$ cat src/rtl/stprx_pkg.sv
// Shared types and constants for the stp_rx step/direction receiver.
package stprx_pkg;

  typedef enum logic [1:0] {
    ST_IDLE   = 2'd0,
    ST_MOVING = 2'd1,
    ST_REPORT = 2'd2
  } state_t;

  // Full-step coil patterns packed low index first: 0011, 0110, 1100, 1001.
  localparam logic [15:0] PHASE_TBL = {4'b1001, 4'b1100, 4'b0110, 4'b0011};

  localparam int MAX_POS_DEF    = 240;
  localparam int SETTLE_CYC_DEF = 8;
  localparam int OFF_CYC_DEF    = 64;

  function automatic logic [3:0] phase_of(input logic [1:0] idx);
    return PHASE_TBL[{idx, 2'b00} +: 4];
  endfunction

endpackage

$ cat src/rtl/stp_rx_if.sv
// Motor-side step/direction inputs, coil drive and position report handshake.
// master: the receiver (drives phase/report); slave: controller/system side.
interface stp_rx_if;
  logic       dir_i;
  logic       pulse_i;
  logic [3:0] phase_o;
  logic [7:0] pos_o;
  logic       valid_o;
  logic       ack_i;
  logic       err_o;

  modport master (
    input  dir_i, pulse_i, ack_i,
    output phase_o, pos_o, valid_o, err_o
  );

  modport slave (
    output dir_i, pulse_i, ack_i,
    input  phase_o, pos_o, valid_o, err_o
  );
endinterface

$ cat src/rtl/stprx_sync.sv
// Two-flop synchronisers for the asynchronous dir/pulse inputs plus a
// rising-edge detector on the synchronised pulse. step is a one-cycle strobe;
// dir_s is aligned with it.
module stprx_sync (
  input  logic clk_i,
  input  logic rst_ni,
  input  logic dir_i,
  input  logic pulse_i,
  output logic step,
  output logic dir_s
);

  logic dir_ff1, dir_ff2;
  logic pulse_ff1, pulse_ff2, pulse_d;

  // Synchronise both inputs and keep one delayed copy of pulse for edge detect.
  always_ff @(posedge clk_i or negedge rst_ni) begin
    if (!rst_ni) begin
      dir_ff1   <= 1'b0;
      dir_ff2   <= 1'b0;
      pulse_ff1 <= 1'b0;
      pulse_ff2 <= 1'b0;
      pulse_d   <= 1'b0;
    end else begin
      dir_ff1   <= dir_i;
      dir_ff2   <= dir_ff1;
      pulse_ff1 <= pulse_i;
      pulse_ff2 <= pulse_ff1;
      pulse_d   <= pulse_ff2;
    end
  end

  assign step  = pulse_ff2 & ~pulse_d;
  assign dir_s = dir_ff2;

endmodule

$ cat src/rtl/stp_rx.sv
// Step/direction receiver: tracks absolute position, drives full-step coil
// pattern, reports the settled position over valid/ack.
// Optional coil de-energise after idle: define STPRX_COIL_OFF_EN.
//
// state     | meaning
// ----------+-----------------------------------------------------------
// ST_IDLE   | no motion, no report pending
// ST_MOVING | steps seen recently; waiting SETTLE_CYC quiet cycles
// ST_REPORT | pos_o/valid_o presented, waiting for ack_i
module stp_rx
  import stprx_pkg::*;
#(
  parameter int MAX_POS    = MAX_POS_DEF,
  parameter int SETTLE_CYC = SETTLE_CYC_DEF
`ifdef STPRX_COIL_OFF_EN
  ,
  parameter int OFF_CYC    = OFF_CYC_DEF
`endif
) (
  input  logic      clk_i,
  input  logic      rst_ni,
  stp_rx_if.master  bus
);

  localparam logic [7:0] MAX_P       = 8'(MAX_POS);
  localparam logic [7:0] SETTLE_LAST = 8'(SETTLE_CYC - 1);

  logic       step, dir_s;
  logic [7:0] pos_q, pos_nxt, rep_pos_q;
  logic [3:0] phase_q;
  logic       limit_hit, valid_q, err_q, dirty_q, dirty_d;
  logic [7:0] cnt_q, cnt_d;
  logic       load_rep, drop_rep;
  state_t     state_q, state_d;

  stprx_sync u_sync (
    .clk_i   (clk_i),
    .rst_ni  (rst_ni),
    .dir_i   (bus.dir_i),
    .pulse_i (bus.pulse_i),
    .step    (step),
    .dir_s   (dir_s)
  );

  assign limit_hit = dir_s ? (pos_q == 8'd0) : (pos_q == MAX_P);
  assign pos_nxt   = dir_s ? (pos_q - 8'd1) : (pos_q + 8'd1);

  // Position and coil pattern move together; a blocked step changes neither.
  always_ff @(posedge clk_i or negedge rst_ni) begin
    if (!rst_ni) begin
      pos_q   <= 8'd0;
      phase_q <= 4'b0011;
    end else if (step && !limit_hit) begin
      pos_q   <= pos_nxt;
      phase_q <= phase_of(pos_nxt[1:0]);
    end
  end

  // Sticky limit error; a new violation wins over the clearing acknowledge.
  always_ff @(posedge clk_i or negedge rst_ni) begin
    if (!rst_ni) begin
      err_q <= 1'b0;
    end else if (step && limit_hit) begin
      err_q <= 1'b1;
    end else if (valid_q && bus.ack_i) begin
      err_q <= 1'b0;
    end
  end

  // Next-state, settle counter and dirty-flag logic.
  always_comb begin
    state_d  = state_q;
    cnt_d    = cnt_q;
    dirty_d  = dirty_q;
    load_rep = 1'b0;
    drop_rep = 1'b0;
    unique case (state_q)
      ST_IDLE: begin
        if (step) begin
          state_d = ST_MOVING;
          cnt_d   = 8'd0;
        end
      end
      ST_MOVING: begin
        if (step) begin
          cnt_d = 8'd0;
        end else if (cnt_q == SETTLE_LAST) begin
          state_d  = ST_REPORT;
          load_rep = 1'b1;
        end else begin
          cnt_d = cnt_q + 8'd1;
        end
      end
      ST_REPORT: begin
        if (bus.ack_i) begin
          drop_rep = 1'b1;
          dirty_d  = 1'b0;
          cnt_d    = 8'd0;
          state_d  = (dirty_q || step) ? ST_MOVING : ST_IDLE;
        end else if (step) begin
          dirty_d = 1'b1;
        end
      end
      default: begin
        state_d = ST_IDLE;
      end
    endcase
  end

  // State register plus the held report outputs.
  always_ff @(posedge clk_i or negedge rst_ni) begin
    if (!rst_ni) begin
      state_q   <= ST_IDLE;
      cnt_q     <= 8'd0;
      dirty_q   <= 1'b0;
      valid_q   <= 1'b0;
      rep_pos_q <= 8'd0;
    end else begin
      state_q <= state_d;
      cnt_q   <= cnt_d;
      dirty_q <= dirty_d;
      if (load_rep) begin
        rep_pos_q <= pos_q;
        valid_q   <= 1'b1;
      end else if (drop_rep) begin
        valid_q <= 1'b0;
      end
    end
  end

`ifdef STPRX_COIL_OFF_EN
  localparam logic [15:0] OFF_LAST = 16'(OFF_CYC - 1);
  logic [15:0] idle_cnt_q;
  logic        off_q;

  // Count consecutive idle cycles; de-energise after OFF_CYC, any step re-arms.
  always_ff @(posedge clk_i or negedge rst_ni) begin
    if (!rst_ni) begin
      idle_cnt_q <= 16'd0;
      off_q      <= 1'b0;
    end else if (step) begin
      idle_cnt_q <= 16'd0;
      off_q      <= 1'b0;
    end else if (state_q != ST_IDLE) begin
      idle_cnt_q <= 16'd0;
    end else if (!off_q) begin
      if (idle_cnt_q == OFF_LAST) begin
        off_q <= 1'b1;
      end else begin
        idle_cnt_q <= idle_cnt_q + 16'd1;
      end
    end
  end

  assign bus.phase_o = off_q ? 4'b0000 : phase_q;
`else
  assign bus.phase_o = phase_q;
`endif

  assign bus.pos_o   = rep_pos_q;
  assign bus.valid_o = valid_q;
  assign bus.err_o   = err_q;

endmodule

$ cat src/flat_wrapper.sv
// flat-port wrapper written by rule: the top's interface ports become plain ports
module stp_rx_flat import stprx_pkg::*;
#(
  parameter int MAX_POS    = MAX_POS_DEF,
  parameter int SETTLE_CYC = SETTLE_CYC_DEF

)
  (clk_i, rst_ni, bus_dir_i, bus_pulse_i, bus_ack_i, bus_phase_o, bus_pos_o, bus_valid_o, bus_err_o);
  stp_rx_if bus_i ();
  input  logic clk_i;
  input  logic rst_ni;
  input wire logic [$bits(bus_i.dir_i)-1:0] bus_dir_i;
  input wire logic [$bits(bus_i.pulse_i)-1:0] bus_pulse_i;
  input wire logic [$bits(bus_i.ack_i)-1:0] bus_ack_i;
  output wire logic [$bits(bus_i.phase_o)-1:0] bus_phase_o;
  output wire logic [$bits(bus_i.pos_o)-1:0] bus_pos_o;
  output wire logic [$bits(bus_i.valid_o)-1:0] bus_valid_o;
  output wire logic [$bits(bus_i.err_o)-1:0] bus_err_o;
  assign bus_i.dir_i = bus_dir_i;
  assign bus_i.pulse_i = bus_pulse_i;
  assign bus_i.ack_i = bus_ack_i;
  assign bus_phase_o = bus_i.phase_o;
  assign bus_pos_o = bus_i.pos_o;
  assign bus_valid_o = bus_i.valid_o;
  assign bus_err_o = bus_i.err_o;
  stp_rx #(.MAX_POS(MAX_POS), .SETTLE_CYC(SETTLE_CYC)) u_core (.clk_i(clk_i), .rst_ni(rst_ni), .bus(bus_i));
endmodule
$ cat config.mk
export PLATFORM = sky130hd
export DESIGN_NAME = stp_rx_flat
export DESIGN_NICKNAME = d
export VERILOG_FILES = /design/src/rtl/stprx_pkg.sv /design/src/rtl/stp_rx_if.sv /design/src/rtl/stprx_sync.sv /design/src/rtl/stp_rx.sv /design/src/flat_wrapper.sv
export SDC_FILE = /design/constraint.sdc
export NUM_CORES = 1
export LEC_CHECK = 0
export CAP_MARGIN = 10
export CORE_MARGIN = 2
export CORE_UTILIZATION = 40
export DETAILED_ROUTE_END_ITERATION = 8
export SETUP_SLACK_MARGIN = 0.2
export SLEW_MARGIN = 10
export SYNTH_ARGS = -nofsm -noshare
export SYNTH_HDL_FRONTEND = slang
export SYNTH_HIERARCHICAL = 1
export SYNTH_SLANG_ARGS = --single-unit
export TNS_END_PERCENT = 1
$ cat constraint.sdc
create_clock -name clk_i -period 2.35 [get_ports clk_i]
set_clock_uncertainty 0.15 [all_clocks]
set_input_delay 0.3525 -clock clk_i [delete_from_list [all_inputs] [get_ports clk_i]]
set_output_delay 0.3525 -clock clk_i [all_outputs]
set_load 0.005 [all_outputs]
==> results list, run 1 <==
- The run finished with clean final reports.
- In the routed layout, each cell is associated on average with a via count of around 5.4.
- Vias: between 1000 and 1500
- The number of pins with negative max-slew slack in the final report is 0.
- DR WL/cell: 14.3 um
- Dpl cells: 237
- Most used flip-flop cell after synthesis: sky130_fd_sc_hd__dfrtp_1
- Remaining DRCs: 0
* Pin count of the biggest net entering global routing: 38
- Clock latency of the later-clocked register in the worst-skew pair: roughly 0.28 ns
- Synth top area share: a little under half
- Cell internal pwr: 0.00174 W
- Synth top area cells: sky130_fd_sc_hd__dfrtp_1 46%, sky130_fd_sc_hd__mux2_4 6.2%, sky130_fd_sc_hd__ha_1 4.6%
- Reg clk slew, reported paths: roughly 0.07 ns
- Across the whole layout, storage elements account for 930 um^2.
- In the final design database the tool counted around 200 nets.
- Yosys warning total: 6
- Multi-input combinational cell area: around 910 um^2
* Data required, critical path: roughly 2.4 ns
* Per-instance average area after synthesis: around 11 um^2
- Library cell contributing the largest single delay on the critical path: sky130_fd_sc_hd__or4_4
* First drt pass iteration count: 4
* Routability Congestion: 0.911
* Reg-to-reg startpoint: u_core/cnt_q[5]
* CTS Root Cell: sky130_fd_sc_hd__clkbuf_8
- Across all hold checks on the routed design, the worst slack comes to approximately 0.0081 ns.
* Final standard cell area without fillers: ~2300 um^2
* Worst Path Max Fanout: 10
- Placed wire-length estimate: around 2.5 mm
- Global routing finished with a remaining overflow of 0.
- Timing would allow up to roughly 460 MHz.
- Area post-placement: between 2000 and 2500 um^2
* Total net switching power: 0.000849 W
* Worst hold path class: in2async
- Flop2flop setup slack: a little under 0.2 ns
* Critical path type: reg2reg
- Final Routed Wirelength: ~3.5 mm
- sky130_fd_sc_hd__dfrtp_1 takes more of the synthesized area than any other cell.
- Type of element launching the critical path: flop
- Area delta synth->final: 17.8%
- Layout cell share with drive strength beyond 1: 19.3%
* Final worst path period share: about nine tenths
- No sink is reached through more buffers than the 2 on the longest clock path.
- In this run the vertical extent of the chip is 73.3 um.
- Most used standard cells in the synthesized netlist: 35 x sky130_fd_sc_hd__dfrtp_1, 15 x sky130_fd_sc_hd__o21ai_0, 12 x sky130_fd_sc_hd__nand2_1
- After floorplanning, the core was divided into 25 placement rows.
* # Max-Cap Violations: 0
- After synthesis, the share of flip-flops with an asynchronous set or reset is 100%.
- Counting the fill cells in the layout gives between 400 and 500.
- Final hold vios: 0
* Worst slew slack as a fraction of its limit: approximately 45%
* Count of state elements after synthesis: 37
* Initial standard-cell utilization of the core: about two fifths
- Data on the critical path arrives at its endpoint at 2.17 ns.
- Kind of end point of the critical path: flop
* Power Dens Cells: 1140 nW/um^2
- Summed over all failing endpoints, the final setup total negative slack is 0 ns.
- After synthesis the cells add up to approximately 1900 um^2.
- Synthesis instantiated between 40 and 50 different standard cells from the library.
- Sequential cell fraction of total power: between 30 and 40%
* Count of antenna-violating nets left after detailed routing: 0
* Cell chain of the critical path: or4_4, nor4_4, nand2b_1, buf_4, mux2_4
- The die is between 70 and 80 um wide.
* Count of boundary I/O pins: 19
- Synthesis produced approximately 170 cells.
* Synthesized netlist net count: roughly 180
- Port Buffer Count: 18
- Number of enable-type register cells in the synthesized netlist: 0
- Counting the buffers created by CTS gives 5.
* Aggregate global-route resource usage: 14.8%
* IR drop worst, VDD: around 0.4 mV
* Clk network pwr share: 21.7%
* Core area: 4690 um^2
- CTS built an H-tree with a depth of 2.
- The number of antenna diodes in the final layout is 0.
* Final number of setup-violating endpoints: 0
- The number of antenna violations at the first check in global routing was 0.
* Leakage Power: 1.03 nW
- Net switching is about a third of the power.
* Count of non-filler cells in the finished layout: between 200 and 250
* Clock tree from TritonCTS: built
* Die outline area: roughly 5400 um^2
- Slack of the critical path: 0.199 ns
- The share of the Yosys chip area taken by registers is around 48%.
* Actual transition at the worst max-transition pin: about 0.82 ns
* Post-Place Worst Slack: ~0.12 ns
- Reg2reg end: u_core/bus.pos_o[0]
- Counting I/O delays and the setup requirement, the final critical path takes ~2.2 ns.
- For the worst flop-to-flop path, the logic depth is 5.
- Clock sink count: 37
- Post-CTS Hold Fix Bufs: 0
- Unrepaired setup endpoints after global routing: yes
- The via count of the first global-routing pass is 1323.
- In this run, the combinational gates consume 38.8% of the power.
* Leading cell type by number of instances after synthesis: sky130_fd_sc_hd__dfrtp_1
* Initial DRC count: 36
- First-pass GRT wire length: 6.02 mm
- For this run, the slowest stage of the critical path takes about 0.57 ns.
## power by group through the flow
stage / clock network [W] / logic [W] / registers [W]
5_1_grt: 0.000610 / 0.00114 / 0.00106
2_1_floorplan: 0 / 0.000720 / 0.000978
3_5_place_dp: 0 / 0.000987 / 0.00104
6_report: 0.000562 / 0.00101 / 0.00102
4_1_cts: 0.000582 / 0.00100 / 0.00102
3_3_place_gp: 0 / 0.000971 / 0.00102
## critical path: cells and delay by family, from the launching register on
kind | cells | cell delay (ns)
muxes | 1 | 0.31
and+or+nand+nor | 3 | 0.94
DFF | 1 | 0.44
buffers and inverters | 1 | 0.20
## flip-flops by register name, indices dropped and copies added (netlist names), 2 cells and up
signal / flops
u_core/state_q: 2
u_core/bus.pos_o: 8
u_core/pos_q: 8
u_core/bus.phase_o: 3
u_core/cnt_q: 8
## stage by stage
| stage | util [%] | power, W |
|---|---|---|
| after floorplan | - | 0.00170 |
| after global placement | 45.3 | 0.00199 |
| after detailed placement | 45.3 | 0.00202 |
| after CTS | 47.9 | 0.00261 |
| after global routing | 48.3 | 0.00280 |
| final | 48.3 | 0.00259 |
## layer usage
layer	global-route usage, %	share of wire [%]
met1	17.8	45
met2	25.3	52
met3	3.43	3.1
met4	6.26	0.43
met5	0	0
## timing repair
action / in CTS / in global routing
setup endpoints to repair: 1 / 20
buffers inserted: 0 / 1
endpoints found under the hold margin: 0 / 0
resized for setup: 2 / 2
## worst max path at each step
stage | start | end | slack [ns] | cells past startpoint
3_3_place_gp | u_core/u_sync/dir_s | u_core/pos_q[7] | 0.21 | 6
4_1_cts | u_core/cnt_q[5] | u_core/bus.pos_o[0] | 0.21 | 5
2_1_floorplan | u_core/u_sync/dir_s | u_core/pos_q[1] | 0.30 | 5
3_5_place_dp | u_core/u_sync/dir_s | u_core/pos_q[7] | 0.12 | 6
5_1_grt | u_core/u_sync/dir_s | u_core/pos_q[7] | 0.14 | 6
6_report | u_core/cnt_q[5] | u_core/bus.pos_o[0] | 0.20 | 5
## cell type report
| class | instances | share of cell area, % |
|---|---|---|
| flip-flops and latches | 37 | 41.0 |
| clock inverters | 1 | 1.33 |
| inverters | 5 | 0.828 |
| multi-input cells | 118 | 40.3 |
| well taps | 54 | 2.98 |
| repair buffers | 24 | 9.72 |
| clock buffers | 7 | 3.81 |
## cells in the final DEF, fill, tap and decap left out, types with 5 or more instances in the layout
cell / synthesis / final
sky130_fd_sc_hd__dfrtp_1: 35 / 34
sky130_fd_sc_hd__clkdlybuf4s50_1: 0 / 17
sky130_fd_sc_hd__o21ai_0: 15 / 15
sky130_fd_sc_hd__nand2_1: 12 / 12
sky130_fd_sc_hd__mux2_4: 8 / 8
sky130_fd_sc_hd__a21oi_1: 7 / 7
sky130_fd_sc_hd__ha_1: 7 / 7
sky130_fd_sc_hd__clkbuf_8: 0 / 6
sky130_fd_sc_hd__o31ai_1: 6 / 6
sky130_fd_sc_hd__nor2_1: 6 / 6
sky130_fd_sc_hd__buf_4: 3 / 6
sky130_fd_sc_hd__nand3_1: 5 / 5
sky130_fd_sc_hd__inv_1: 5 / 5
sky130_fd_sc_hd__a21o_1: 5 / 5
## cells by family after synthesis
family / share of synthesized area [%]
mux: 10.1
flops: 48.3
simple gates: 13.9
xor+xnor: 3.19
compound gates: 13.9
buf+inv: 5.07
fa+ha+maj: 5.60
(Power assumes the default switching activity.)
==> inputs of run 2 (changes only) <==
==> constraint.sdc (replaced) <==
create_clock -name clk_i -period 2.44 [get_ports clk_i]
set_clock_uncertainty 0.15 [all_clocks]
set_input_delay 0.366 -clock clk_i [delete_from_list [all_inputs] [get_ports clk_i]]
set_output_delay 0.366 -clock clk_i [all_outputs]
set_load 0.005 [all_outputs]
==> results list, run 2 (synthesis gave the netlist of run 1 again) <==
- The run finished with clean final reports.
- Worst hold path class: in2async
- Type of element launching the critical path: flop
- Routability Congestion: roughly 0.87
* Multi-input combinational cell area: approximately 900 um^2
* Final Power: roughly 0.0024 W
* Final hold vios: 0
- Vertical extent of the die: about 73 um
- Layout cell share with drive strength beyond 1: 19.4%
- Clock tree synthesis found a total of 37 sinks.
* Clock tree from TritonCTS: built
- For this run, design rule violations remaining after detail routing come to 0.
- Hold is met by 0.00925 ns.
* Biggest cell delay along the critical path: about 0.49 ns
- At the later pin of the worst-skew pair, clock insertion delay measures between 0.2 and 0.3 ns.
* Initial DRC count: 26
- Derived from the worst setup path, the maximum achievable clock frequency is 469 MHz.
* Worst slew slack as a fraction of its limit: 47.3%
* ANT cells: 0
- First drt pass iteration count: 4
* Vias: about 1300
* Area delta synth->final: 16.1%
- Once layout is done, the placed cells without fillers occupy between 2000 and 2500 um^2.
* Post-route minimum period: about 2.1 ns
* Leakage Power: a little over 1 nW
- The die covers between 5000 and 6000 um^2.
- H-tree levels: 2
* IR drop worst, VDD: 0.483 mV
- Antenna violations before repair: 0
* Final layout net count: 203
* Worst Path Max Fanout: 11
- After detailed routing, the average wire length per cell comes to around 14 um.
- Kind of end point of the critical path: flop
* Library cell contributing the largest single delay on the critical path: sky130_fd_sc_hd__dfrtp_2
- OpenSTA, run right after detailed placement, puts the worst setup slack at 0.228 ns.
- The number of hold buffers added after CTS was 0.
* Bufs on Longest Clock Path: 2
* Core area: between 4000 and 5000 um^2
- In this run the remaining antenna-violating nets after routing total 0.
- Final Routed Wirelength: ~3.5 mm
- Once the floorplan was initialized, standard cells occupied 41.0% of the core.
* Data arrival time of the worst path: ~2.2 ns
- Reg clk slew, reported paths: 0.07 ns
* Number of buffers created by CTS: 5
- Footprint of the flip-flops and latches: between 900 and 1000 um^2
- Via count of the first global-routing pass: between 1000 and 1500
- Most common library cell in the layout ignoring fill and taps: sky130_fd_sc_hd__dfrtp_1
- Data required, critical path: 2.49 ns
- Count of boundary I/O pins: 19
- First-pass GRT wire length: 6.13 mm
- TNS Setup: 0 ns
* Area post-placement: 2120 um^2
- Via density per instance: 5.33
- Entering global routing, the biggest net connects 38 pins.
- Unrepaired setup endpoints after global routing: yes
- For this design the ratio of total power to cell area is ~1100 nW/um^2.
- Width of the chip: about 73 um
- After global routing the overflow that remains totals 0.
- Setup violations remaining at the end of the flow were counted as 0.
- For the pin with the worst max-slew slack, the measured transition is around 0.8 ns.
- Across every metal layer, demand over resource in global routing totals 14.8%.
- Most frequent cells in the layout: 34 x sky130_fd_sc_hd__dfrtp_1, 17 x sky130_fd_sc_hd__clkdlybuf4s50_1, 15 x sky130_fd_sc_hd__o21ai_0, 12 x sky130_fd_sc_hd__nand2_1, 8 x sky130_fd_sc_hd__mux2_4
- # Max-Cap Violations: 0
* Count of fill cells added during filler insertion: roughly 440
* Number of pins with negative max-slew slack in the final report: 0
* Num rows: 25
* Final worst path period share: between 80 and 90%
- Detailed placement ended at an HPWL of between 2 and 3 mm.
- CTS Root Cell: sky130_fd_sc_hd__clkbuf_8
- Port Buffer Count: 18
- After clock tree synthesis, the setup repair step added 0 buffers.
- The signal on the critical path passes through ha_1, a21o_1, a21o_1, a211oi_2, mux2i_1, xnor2_1.
* Cell with the most instances on the worst path: sky130_fd_sc_hd__a21o_1
* Slack of the critical path: 0.309 ns
* Critical path type: reg2reg
-- run 2: cell types whose count changed in the layout (fill, tap and decap cells not counted), sizes merged --
cell and change:
buf -1, bufinv -1, clkinvlp +1
-- run 2: cell type report --
type,count,area share (%)
inverter,5,0.841
multi-input combinational,118,40.8
clock buffer,7,3.87
clock inverter,1,0.336
sequential,37,41.6
tap,54,3.03
timing repair buffer,23,9.53
-- run 2: timing repair --
| item | 4_1_cts | 5_1_grt |
|---|---|---|
| endpoints found under the setup margin | 1 | 2 |
| cloned | 0 | 0 |
| gates resized for setup | 1 | 3 |
-- run 2: power by group --
part / leakage (nW) / internal (W) / switching, W
clock network: 0.0445 / 0.000229 / 0.000213
registers: 0.460 / 0.000800 / 0.000188
logic: 0.501 / 0.000552 / 0.000430
total: 1.01 / 0.00158 / 0.000832
-- run 2: worst paths after layout --
kind	slack, ns	cells past startpoint	start	end
setup reg to reg	0.31	6	u_core/u_sync/dir_s	u_core/pos_q[7]
max in group asynchronous	1.58	1	rst_ni	u_core/u_sync/dir_s
setup / recovery	0.31	6	u_core/u_sync/dir_s	u_core/pos_q[7]
hold reg to reg	0.21	0	u_core/u_sync/dir_ff1	u_core/u_sync/dir_s
min in group clk_i	0.21	0	u_core/u_sync/dir_ff1	u_core/u_sync/dir_s
hold / removal	0.009	1	rst_ni	u_core/cnt_q[4]
-- run 2: per-layer routing --
| layer | GRT usage (%) | wire, um | vias to the layer above |
|---|---|---|---|
| met3 | 3.84 | 103 | 7 |
| met5 | 0 | 0 | - |
| met4 | 5.86 | 57 | 0 |
| li1 | - | - | 639 |
| met1 | 18.7 | 1610 | 646 |
| met2 | 24.4 | 1750 | 14 |
-- run 2: worst max-delay path, delay by kind of cell, from the launching register on --
kind / cells / cell delay [ns]
adders and majority gates: 1 / 0.38
xor gates and xnor gates: 1 / 0.14
DFF: 1 / 0.49
muxes: 1 / 0.25
AOI/OAI and AO/OA: 3 / 0.63
-- run 2: metrics by stage --
stage,cells,utilization (%)
after floorplan,169,-
after global placement,237,45.3
after detailed placement,237,45.3
after CTS,245,47.3
after global routing,245,47.6
final,245,47.6
